--- src/rtl/aead_dec_pkg.sv ---
// aead_dec_pkg: state encoding and beat-count helpers shared by the
// AEAD decryption lane interface (aead_dec_lane_if) and its lane registers.
package aead_dec_pkg;

  localparam int NONCE_W = 128;
  localparam int TAG_W   = 128;

  typedef enum logic [1:0] {
    LOAD = 2'd0,
    KICK = 2'd1,
    WAIT = 2'd2,
    EMIT = 2'd3
  } state_t;

  function automatic int maxOf(input int a, input int b);
    return (a > b) ? a : b;
  endfunction

  // Input beats: longest operand stream over the lane width.
  function automatic int inBeats(input int kw, input int lw, input int yw, input int lane);
    return maxOf(maxOf(kw, NONCE_W), maxOf(lw, yw)) / lane;
  endfunction

  // Output beats: longer of plaintext and tag over the lane width.
  function automatic int outBeats(input int yw, input int lane);
    return maxOf(yw, TAG_W) / lane;
  endfunction

  // Counter width able to hold 0..beats inclusive.
  function automatic int cntWidth(input int beats);
    return $clog2(beats + 1);
  endfunction

endpackage

--- src/rtl/aead_dec_lane_if_lane_shift_reg.sv ---
// lane_shift_reg: N-bit register that shifts W-bit lanes in at the LSB end
// (so the first lane ends up in the MSBs), supports a parallel capture and
// a synchronous clear. Shifting with a zero lane streams the MSB lane out.
module lane_shift_reg #(
  parameter int N = 32,
  parameter int W = 8
) (
  input  logic         clk,
  input  logic         rst,
  input  logic         clr,
  input  logic         loadEn,
  input  logic [N-1:0] loadData,
  input  logic         shiftEn,
  input  logic [W-1:0] laneIn,
  output logic [N-1:0] data
);

  // Clear beats capture, capture beats shift; otherwise hold.
  always_ff @(posedge clk) begin
    if (!rst) begin
      data <= {N{1'b0}};
    end else if (clr) begin
      data <= {N{1'b0}};
    end else if (loadEn) begin
      data <= loadData;
    end else if (shiftEn) begin
      data <= (data << W) | N'(laneIn);
    end else begin
      data <= data;
    end
  end

endmodule

--- src/rtl/aead_dec_lane_if.sv ---
// aead_dec_lane_if: W-bit serial front-end for the AEAD decryption core.
// Deserialises key/nonce/AD/ciphertext, kicks the core, captures plaintext
// and tag, and streams them back out MSB-first.
// Optional feature macro: AEAD_TAG_VERIFY_EN (adds tag_expxSI and the tag
// comparator; a mismatch zeroes the emitted plaintext).
module aead_dec_lane_if
  import aead_dec_pkg::*;
#(
  parameter int k = 128,
  parameter int l = 32,
  parameter int y = 32,
  parameter int W = 8
) (
  input  logic           clk,
  input  logic           rst,
  input  logic [W-1:0]   keyxSI,
  input  logic [W-1:0]   noncexSI,
  input  logic [W-1:0]   associated_dataxSI,
  input  logic [W-1:0]   cipher_textxSI,
`ifdef AEAD_TAG_VERIFY_EN
  input  logic [W-1:0]   tag_expxSI,
`endif
  input  logic           load_validxSI,
  input  logic           startxSI,
  output logic [k-1:0]   core_keyxDO,
  output logic [127:0]   core_noncexDO,
  output logic [l-1:0]   core_adxDO,
  output logic [y-1:0]   core_ctxDO,
  output logic           core_startxSO,
  input  logic [y-1:0]   core_ptxDI,
  input  logic [127:0]   core_tagxDI,
  input  logic           core_readyxSI,
  output logic [W-1:0]   plain_textxSO,
  output logic [W-1:0]   tagxSO,
  output logic           out_validxSO,
  output logic           tag_okxSO,
  output logic           busyxSO,
  output logic           donexSO
);

  localparam int INB    = inBeats(k, l, y, W);
  localparam int OUTB   = outBeats(y, W);
  localparam int CNT_W  = cntWidth(INB);
  localparam int ECNT_W = cntWidth(OUTB);

  localparam logic [CNT_W-1:0]  IN_FULL     = CNT_W'(INB);
  localparam logic [CNT_W-1:0]  KEY_BEATS   = CNT_W'(k / W);
  localparam logic [CNT_W-1:0]  NONCE_BEATS = CNT_W'(NONCE_W / W);
  localparam logic [CNT_W-1:0]  AD_BEATS    = CNT_W'(l / W);
  localparam logic [CNT_W-1:0]  CT_BEATS    = CNT_W'(y / W);
  localparam logic [ECNT_W-1:0] OUT_LAST    = ECNT_W'(OUTB - 1);

  // Lane width must tile every stream exactly.
  if (((k % W) != 0) || ((NONCE_W % W) != 0) || ((l % W) != 0) || ((y % W) != 0)) begin : gLaneCheck
    $error("aead_dec_lane_if: W must divide k, 128, l and y");
  end

  state_t              state_r, stateNext_s;
  logic [CNT_W-1:0]    beatCnt_r;
  logic [ECNT_W-1:0]   emitCnt_r;
  logic                tagOk_r;
  logic                loadBeat_s, coreStart_s, capture_s, emitShift_s, clear_s;
  logic                tagOkCapture_s, outValidNext_s, doneNext_s;
  logic [W-1:0]        ptOutNext_s, tagOutNext_s;
  logic [y-1:0]        ptData_s;
  logic [127:0]        tagData_s;

  lane_shift_reg #(.N(k), .W(W)) uKey (
    .clk(clk), .rst(rst), .clr(clear_s), .loadEn(1'b0), .loadData({k{1'b0}}),
    .shiftEn(loadBeat_s && (beatCnt_r < KEY_BEATS)), .laneIn(keyxSI), .data(core_keyxDO));

  lane_shift_reg #(.N(NONCE_W), .W(W)) uNonce (
    .clk(clk), .rst(rst), .clr(clear_s), .loadEn(1'b0), .loadData({NONCE_W{1'b0}}),
    .shiftEn(loadBeat_s && (beatCnt_r < NONCE_BEATS)), .laneIn(noncexSI), .data(core_noncexDO));

  lane_shift_reg #(.N(l), .W(W)) uAd (
    .clk(clk), .rst(rst), .clr(clear_s), .loadEn(1'b0), .loadData({l{1'b0}}),
    .shiftEn(loadBeat_s && (beatCnt_r < AD_BEATS)), .laneIn(associated_dataxSI), .data(core_adxDO));

  lane_shift_reg #(.N(y), .W(W)) uCt (
    .clk(clk), .rst(rst), .clr(clear_s), .loadEn(1'b0), .loadData({y{1'b0}}),
    .shiftEn(loadBeat_s && (beatCnt_r < CT_BEATS)), .laneIn(cipher_textxSI), .data(core_ctxDO));

  // Results are captured pre-shifted by one lane: lane 0 goes straight to the
  // output register on the capture edge, later lanes come from the MSBs.
  lane_shift_reg #(.N(y), .W(W)) uPt (
    .clk(clk), .rst(rst), .clr(clear_s), .loadEn(capture_s), .loadData(core_ptxDI << W),
    .shiftEn(emitShift_s), .laneIn({W{1'b0}}), .data(ptData_s));

  lane_shift_reg #(.N(TAG_W), .W(W)) uTag (
    .clk(clk), .rst(rst), .clr(clear_s), .loadEn(capture_s), .loadData(core_tagxDI << W),
    .shiftEn(emitShift_s), .laneIn({W{1'b0}}), .data(tagData_s));

`ifdef AEAD_TAG_VERIFY_EN
  logic [127:0] tagExpData_s;

  lane_shift_reg #(.N(TAG_W), .W(W)) uTagExp (
    .clk(clk), .rst(rst), .clr(clear_s), .loadEn(1'b0), .loadData({TAG_W{1'b0}}),
    .shiftEn(loadBeat_s && (beatCnt_r < CNT_W'(TAG_W / W))), .laneIn(tag_expxSI), .data(tagExpData_s));

  assign tagOkCapture_s = (core_tagxDI == tagExpData_s);
`else
  assign tagOkCapture_s = 1'b1;
`endif

  // FSM state register.
  always_ff @(posedge clk) begin
    if (!rst) begin
      state_r <= LOAD;
    end else begin
      state_r <= stateNext_s;
    end
  end

  // Next-state logic and per-cycle datapath strobes.
  always_comb begin
    stateNext_s = state_r;
    loadBeat_s  = 1'b0;
    coreStart_s = 1'b0;
    capture_s   = 1'b0;
    emitShift_s = 1'b0;
    clear_s     = 1'b0;
    case (state_r)
      LOAD: begin
        if (load_validxSI && (beatCnt_r != IN_FULL)) begin
          loadBeat_s = 1'b1;
        end else begin
          loadBeat_s = 1'b0;
        end
        if (startxSI && (beatCnt_r == IN_FULL)) begin
          stateNext_s = KICK;
          coreStart_s = 1'b1;
        end else begin
          stateNext_s = LOAD;
          coreStart_s = 1'b0;
        end
      end
      KICK: begin
        stateNext_s = WAIT;
      end
      WAIT: begin
        if (core_readyxSI) begin
          stateNext_s = EMIT;
          capture_s   = 1'b1;
        end else begin
          stateNext_s = WAIT;
          capture_s   = 1'b0;
        end
      end
      EMIT: begin
        if (emitCnt_r == OUT_LAST) begin
          stateNext_s = LOAD;
          clear_s     = 1'b1;
        end else begin
          stateNext_s = EMIT;
          emitShift_s = 1'b1;
        end
      end
      default: begin
        stateNext_s = LOAD;
        clear_s     = 1'b1;
      end
    endcase
  end

  // Next values of the registered result lanes and their flags.
  always_comb begin
    outValidNext_s = capture_s | emitShift_s;
    doneNext_s     = 1'b0;
    ptOutNext_s    = {W{1'b0}};
    tagOutNext_s   = {W{1'b0}};
    if (capture_s) begin
      doneNext_s   = (OUT_LAST == {ECNT_W{1'b0}});
      ptOutNext_s  = tagOkCapture_s ? core_ptxDI[y-1 -: W] : {W{1'b0}};
      tagOutNext_s = core_tagxDI[127 -: W];
    end else if (emitShift_s) begin
      doneNext_s   = ((emitCnt_r + ECNT_W'(1)) == OUT_LAST);
      ptOutNext_s  = tagOk_r ? ptData_s[y-1 -: W] : {W{1'b0}};
      tagOutNext_s = tagData_s[127 -: W];
    end else begin
      doneNext_s   = 1'b0;
      ptOutNext_s  = {W{1'b0}};
      tagOutNext_s = {W{1'b0}};
    end
  end

  // Beat counters, tag status and all registered outputs.
  always_ff @(posedge clk) begin
    if (!rst) begin
      beatCnt_r     <= {CNT_W{1'b0}};
      emitCnt_r     <= {ECNT_W{1'b0}};
      tagOk_r       <= 1'b0;
      core_startxSO <= 1'b0;
      out_validxSO  <= 1'b0;
      donexSO       <= 1'b0;
      busyxSO       <= 1'b0;
      plain_textxSO <= {W{1'b0}};
      tagxSO        <= {W{1'b0}};
    end else begin
      if (clear_s) begin
        beatCnt_r <= {CNT_W{1'b0}};
      end else if (loadBeat_s) begin
        beatCnt_r <= beatCnt_r + CNT_W'(1);
      end else begin
        beatCnt_r <= beatCnt_r;
      end
      if (emitShift_s) begin
        emitCnt_r <= emitCnt_r + ECNT_W'(1);
      end else if (capture_s || clear_s) begin
        emitCnt_r <= {ECNT_W{1'b0}};
      end else begin
        emitCnt_r <= emitCnt_r;
      end
      // Tag status is held through LOAD until fresh operands arrive.
      if (capture_s) begin
        tagOk_r <= tagOkCapture_s;
      end else if (loadBeat_s) begin
        tagOk_r <= 1'b0;
      end else begin
        tagOk_r <= tagOk_r;
      end
      core_startxSO <= coreStart_s;
      out_validxSO  <= outValidNext_s;
      donexSO       <= doneNext_s;
      busyxSO       <= (stateNext_s != LOAD);
      plain_textxSO <= ptOutNext_s;
      tagxSO        <= tagOutNext_s;
    end
  end

  assign tag_okxSO = tagOk_r;

endmodule
--- config.mk ---
export PLATFORM = sky130hd
export DESIGN_NAME = aead_dec_lane_if
export DESIGN_NICKNAME = d
export VERILOG_FILES = /design/src/rtl/aead_dec_pkg.sv /design/src/rtl/aead_dec_lane_if_lane_shift_reg.sv /design/src/rtl/aead_dec_lane_if.sv
export SDC_FILE = /design/constraint.sdc
export NUM_CORES = 1
export LEC_CHECK = 0
export ABC_AREA = 0
export BUFFER_PORTS_ARGS = -buffer_cell sky130_fd_sc_hd__buf_2
export CORE_AREA = 2 2 211 213
export DETAILED_ROUTE_END_ITERATION = 16
export DIE_AREA = 0 0 213 215
export GPL_TIMING_DRIVEN = 0
export PLACE_DENSITY_LB_ADDON = 0.15
export SETUP_SLACK_MARGIN = 0.02
export SYNTH_ARGS = -nofsm -noshare
export SYNTH_HDL_FRONTEND = slang
export SYNTH_SLANG_ARGS = --single-unit
--- constraint.sdc ---
create_clock -name clk -period 1.8 [get_ports clk]
set_input_delay 0.18 -clock clk [delete_from_list [all_inputs] [get_ports clk]]
set_output_delay 0.18 -clock clk [all_outputs]
set_load 0.01 [all_outputs]
## After elaboration in Yosys (flattened, before gate mapping)

Index checks and enable logic that the tools add are counted.

| word-level totals | value |
|---|---|
| register bits after elaboration | 497 |
| output and inout bits | 341 |
| word-level logic and storage cells | 73 |

| operators by class | value |
|---|---|
| add/sub/neg operators | 2 |
| order comparisons | 2 |
| eq/ne operators | 7 |
| muxes and demuxes | 26 |
| bitwise gates (word level) | 7 |
| reductions and logical operators | 13 |

Operator list:

| operator | count |
|---|---|
| two-way mux 128 bit | 2 |
| bitwise OR 128 x 8 -> 128 bit | 2 |
| two-way mux 32 bit | 2 |
| bitwise OR 32 x 8 -> 32 bit | 2 |
| two-way mux 8 bit | 5 |
| two-way mux 1 bit | 13 |
| adder 5 x 1 -> 5 bit (second input constant) | 2 |
| == test 5 x 4 -> 1 bit (second input constant) | 2 |
| two-way mux 5 bit | 2 |
| one-hot mux 2 bit (4 select lines) | 1 |
| nonzero test 2 bit | 4 |
| == test 5 bit (second input constant) | 1 |
| less-than comparator 5 x 3 -> 1 bit (second input constant) | 1 |
| less-than comparator 5 bit (second input constant) | 1 |
| != test 5 bit (second input constant) | 1 |
| == test 2 bit (second input constant) | 2 |
| logical AND 1 bit | 4 |
| OR reduction 3 bit | 1 |
| == test 2 x 1 -> 1 bit (second input constant) | 1 |
| logical NOT 2 bit | 1 |
| two-way mux 2 bit | 1 |
| inverter 1 bit | 2 |
| AND reduction 2 bit | 1 |
| OR reduction 2 bit | 1 |
| 2 further kinds | 2 |

## Longest topological paths before layout

| logic depth | value |
|---|---|
| depth after elaboration | 6 |
| gate-level depth with buffers | 9 |

## By module

Synthesis repeated with hierarchy kept, for this count alone.

| second synthesis, totals | value |
|---|---|
| cell total of the unflattened synthesis | 2303 |
| area total of the unflattened synthesis | 25978.7 um^2 |

Modules (own cells, without submodules):

| module | times used | cells an instance | area an instance (um^2) | seq. area each (um^2) |
|---|---|---|---|---|
| lane_shift_reg (uKey ...) | 3 | 570 | 6677.7 | 2562.5 |
| lane_shift_reg (uAd ...) | 3 | 143 | 1516.5 | 640.6 |
| aead_dec_lane_if | 1 | 164 | 1396.3 | 660.6 |

## Worst setup path after synthesis

No wires, ideal clock.

| timing path | value |
|---|---|
| kind | reg2reg |
| start | register emitCnt_r[0] |
| end | register uTag.data[78] |
| setup time | 0.070 ns |
| arrival time | 1.789 ns |
| data required time | 1.730 ns |
| path slack | -0.059 ns |
| cell stages (with the launch flop) | 9 |
| period minus slack after synthesis | 1.859 ns |
| cells stage by stage | dfxtp_1 > ha_1 > and3_1 > ha_1 > and3b_1 > buf_2 > clkbuf_1 > a22oi_1 > a21oi_1 |

| on the way | value |
|---|---|
| longest elaborated chain between the ends | 4 |
| elaborated cells between the ends (all ways) | 7 |

Ends and longest elaborated chain:

| item | RTL line | RTL |
|---|---|---|
| start: declaration | aead_dec_lane_if.sv:60 | `logic [ECNT_W-1:0] emitCnt_r;` |
| start signal: assignment | aead_dec_lane_if.sv:191 | `emitCnt_r <= {ECNT_W{1'b0}};` |
| start signal: assignment | aead_dec_lane_if.sv:208 | `emitCnt_r <= emitCnt_r + ECNT_W'(1);` |
| start signal: assignment | aead_dec_lane_if.sv:210 | `emitCnt_r <= {ECNT_W{1'b0}};` |
| == test 5 x 4 -> 1 bit * | aead_dec_lane_if.sv:151 | `if (emitCnt_r == OUT_LAST) begin` |
| two-way mux 1 bit | aead_dec_lane_if.sv:151 |  |
| two-way mux 1 bit | aead_dec_lane_if.sv:123 | `case (state_r)` |
| nonzero test 2 bit (no line) or OR reduction 2 bit (tied branches) | -- |  |
| end signal: assignment | aead_dec_lane_if_lane_shift_reg.sv:25 | `data <= loadData;` |
| end signal: assignment | aead_dec_lane_if_lane_shift_reg.sv:27 | `data <= (data << W) \| N'(laneIn);` |
| end signal: assignment | aead_dec_lane_if_lane_shift_reg.sv:29 | `data <= data;` |
| end: declaration | aead_dec_lane_if_lane_shift_reg.sv:15 | `output logic [N-1:0] data` |

Every way passes the cells marked *; elsewhere a longest branch is shown, timed or not.
A chain may end at the register's enable or synchronous reset.

## Worst setup path in the final report

| timing path | value |
|---|---|
| start | register emitCnt_r[1] |
| end | register uTag.data[101] |

The elaborated chain is that of the path after synthesis.

==> flow_summary.json <==
{
  "status": "complete, but fails checks",
  "violations": "negative setup slack",
  "grt_max_degree": 15,
  "tritoncts": "yes",
  "syn_area_um2": 18300,
  "fin_crit_ns": 2.051,
  "min_path_cells": 4,
  "cp.arrival_ns": 2.51,
  "antenna_found_initial": 2,
  "drv_slew": 0,
  "dieArea_um2": 45800,
  "core-area_um2": 43640,
  "synth_edf_count": 0,
  "r2r_setup_slack_ns": -0.25,
  "regArea_um2": 9955,
  "worst_pin_slew_ns": 0.6772,
  "clk_latency_ns": 0.60,
  "dp_slack_ns": -0.7632,
  "initial_utilization_pct": 41.92,
  "drc": 0,
  "yosysSeqAreaShare_pct": 54.38,
  "wl_um": 75410,
  "clock_sinks": 497,
  "yosys.area.top_type": "dfxtp_1",
  "cp_max_fo": 10,
  "cts-root-buf": "clkbuf_16",
  "synth_top_cells_by_count": "nand2_1, dfxtp_1, a21oi_1",
  "yosysUniqueCellTypes": 38,
  "final_core_utilization_pct": 68.07,
  "port_buffers": 536,
  "worst-endpoint-required_ns": 2.26,
  "hpwl_um": 47740,
  "power_frac_clock_pct": 46.8,
  "setup_violations": 398,
  "die_h_um": 215,
  "synth_top_family_by_area": "compound AO/OA/AOI/OAI gates",
  "r2r_cells": 8,
  "power_leakage_nw": 11.39,
  "area_delta_synth_final_pct": 62.37,
  "clock_path_buffers": 3,
  "drt-initial-drc-count": 1413,
  "vias": 20259,
  "min-delay-start": "load_validxSI",
  "holdPathEnd": "beatCnt_r[1]$_SDFFE_PP0P_",
  "grt_pass1_wl_um": 108800,
  "yosysWarnings": 0,
  "path_class": "reg -> reg",
  "yosys-top-cells-area": "dfxtp_1, a21oi_1, nand2_1, nand3_1, a22oi_1",
  "skew_ns": 0.01988,
  "multi_input_area_um2": 9165,
  "power_frac_comb_pct": 8.3,
  "setup_slack_ns": -0.2511,
  "synthXorXnorAreaFrac_pct": 0.09574,
  "postSynthCellCount": 2200,
  "reg2reg_from": "emitCnt_r[1]$_SDFFE_PN0P_",
  "r2r_end": "uTag.data[101]$_SDFFE_PP0P_",
  "async_flop_share_pct": 0,
  "syn_area_per_cell_um2": 8.316,
  "synth_flop_cell": "dfxtp_1",
  "ios": 538,
  "ant_nets": 0,
  "power_mw": 24.83,
  "vdd_ir_drop_max_mv": 0.8083,
  "clock.fmax_mhz": 487.5,
  "cp-start-kind": "flop",
  "swShare_pct": 23.30,
  "numCtsBuffers": 54,
  "first_pass_iters": 8,
  "ys_seq_elements": 497,
  "synthSimpleGateAreaFrac_pct": 18.27,
  "hp-class": "in -> reg",
  "grt_usage_pct": 30.13,
  "drt-vias-per-instance": 5.499,
  "powerDensity_nw_per_um2": 835.9,
  "clkTransAtPathRegs_ns": 0.07,
  "row_count": 77,
  "cap_viol_max_count": 0,
  "layout.nets": 3247,
  "post-synth-top-count-cell": "nand2_1",
  "yosysTopAreaCellShare_pct": 54.38,
  "die_w_um": 213,
  "finalCritPeriodShare_pct": 114.0,
  "crit_path_end_kind": "flop",
  "synth_mux_area_share_pct": 0.05471,
  "overflow": 0,
  "p_int_mw": 19.05,
  "final_layout_size_suffix_gt1_share_pct": 41.78,
  "synth_nets": 2402,
  "rsz0062_at_grt": "yes",
  "synth-compound-area-share_pct": 20.92,
  "first_global_vias": 20034,
  "seqPwrFrac_pct": 44.9,
  "slew_headroom_pct": 54.86,
  "wl_per_cell_um": 20.47,
  "gp_congestion": 0.8918,
  "synth-adder-area-share_pct": 0.3419,
  "power_switching_mw": 5.785,
  "cts_max_level": 2,
  "finalHoldViolations": 0,
  "fill_cells": 3382
}
-- critical path: stages (launching register included) --
cell	delay [ns]
dfxtp_2	0.36
ha_4	0.14
and3_4	0.19
ha_4	0.15
and3b_2	0.29
buf_12	0.19
buf_12	0.15
a22oi_1	0.28
a21oi_1	0.15
-- routing by layer --
| layer | GRT usage (%) | wire length (um) | up-vias |
|---|---|---|---|
| li1 | - | - | 9330 |
| met1 | 34.22 | 28520 | 9791 |
| met2 | 51.54 | 36650 | 865 |
| met3 | 7.526 | 5724 | 271 |
| met4 | 16.43 | 4501 | 2 |
| met5 | 0 | 14 | - |
-- cell usage in the layout (no fill, tap or decap), types with 10 or more instances in the layout --
master           n
buf_4           22
clkinv_2        10
o21ai_0         64
nand3_1        212
buf_6           40
a21oi_4         21
dfxtp_1        495
a21oi_1        151
buf_2          572
clkbuf_16       97
buf_8           26
buf_12          23
clkbuf_4        14
clkbuf_1        42
nand2_1        546
a22oi_1         44
a22oi_2         85
a21oi_2        304
dlygate4sd3_1  193
clkbuf_8        19
clkbuf_2        18
-- registers in the layout, indices dropped and copies added, names as in the netlist --
signal         cells
uKey.data        128
uNonce.data      128
uTag.data        120
uAd.data          32
uCt.data          32
uPt.data          24
plain_textxSO      8
tagxSO             8
beatCnt_r          5
emitCnt_r          5
state_r            2
busyxSO            1
core_startxSO      1
donexSO            1
out_validxSO       1
tag_okxSO          1
-- power by group through the flow --
| stage | clock (mW) | sequential (mW) | combinational [mW] |
|---|---|---|---|
| 2_1_floorplan | 0 | 11.4 | 0.503 |
| 3_3_place_gp | 0 | 11.4 | 1.06 |
| 3_5_place_dp | 0 | 11.4 | 1.08 |
| 4_1_cts | 11.7 | 11.1 | 1.85 |
| 5_1_grt | 12.2 | 11.2 | 2.18 |
| 6_report | 11.6 | 11.2 | 2.07 |
-- area by class of cell --
cell class	count	area share (%)
clock buffers	80	5.420
plain buffers	201	7.134
inverters	7	0.08844
repair buffers	794	19.59
clock inverters	21	0.8971
diodes	2	0.01685
multi-input cells	1490	30.85
flip-flops and latches	497	33.51
well taps	592	2.493
-- repair_timing --
item	in CTS	in global routing
setup buffers	13	7
pin swaps	13	52
setup endpoints to repair	494	490
endpoints found under the hold margin	195	0
resized for setup	494	329
gates cloned	34	12
hold buffers	193	0
-- cell families after synthesis --
kind of cell,after synthesis
AO/OA/AOI/OAI,690
adder cells (fa/ha/maj),5
AND/OR/NAND/NOR,792
buffers and inverters,213
flip-flops,497
XOR/XNOR,2
multiplexers,1
-- how the worst max path moves through the flow --
stage / from / end / cells past startpoint / slack (ns)
after CTS: emitCnt_r[0]$_SDFFE_PN0P_ / uTag.data[77]$_SDFFE_PP0P_ / 8 / -0.13
after detailed placement: emitCnt_r[1]$_SDFFE_PN0P_ / uNonce.data[0]$_SDFFE_PP0P_ / 8 / -0.76
final: emitCnt_r[1]$_SDFFE_PN0P_ / uTag.data[101]$_SDFFE_PP0P_ / 8 / -0.25
after floorplan: emitCnt_r[1]$_SDFFE_PN0P_ / uTag.data[100]$_SDFFE_PP0P_ / 8 / -0.04
after global placement: emitCnt_r[1]$_SDFFE_PN0P_ / uCt.data[24]$_SDFFE_PP0P_ / 8 / -0.69
after global routing: emitCnt_r[1]$_SDFFE_PN0P_ / uTag.data[101]$_SDFFE_PP0P_ / 8 / -0.30
-- metrics by stage --
stage	hold slack [ns]	cell area, um2	std cells	TNS, ns
floorplan	0.3129	18310	2200	-4.547
global placement	0.4010	21730	3328	-240.15
detailed placement	0.4044	21730	3328	-267.90
CTS	0.05203	28210	3668	-14.02
global route	0.1156	29710	3683	-47.83
finish	0.08969	29710	3684	-20.58
Power figures use the tool's default switching activity.
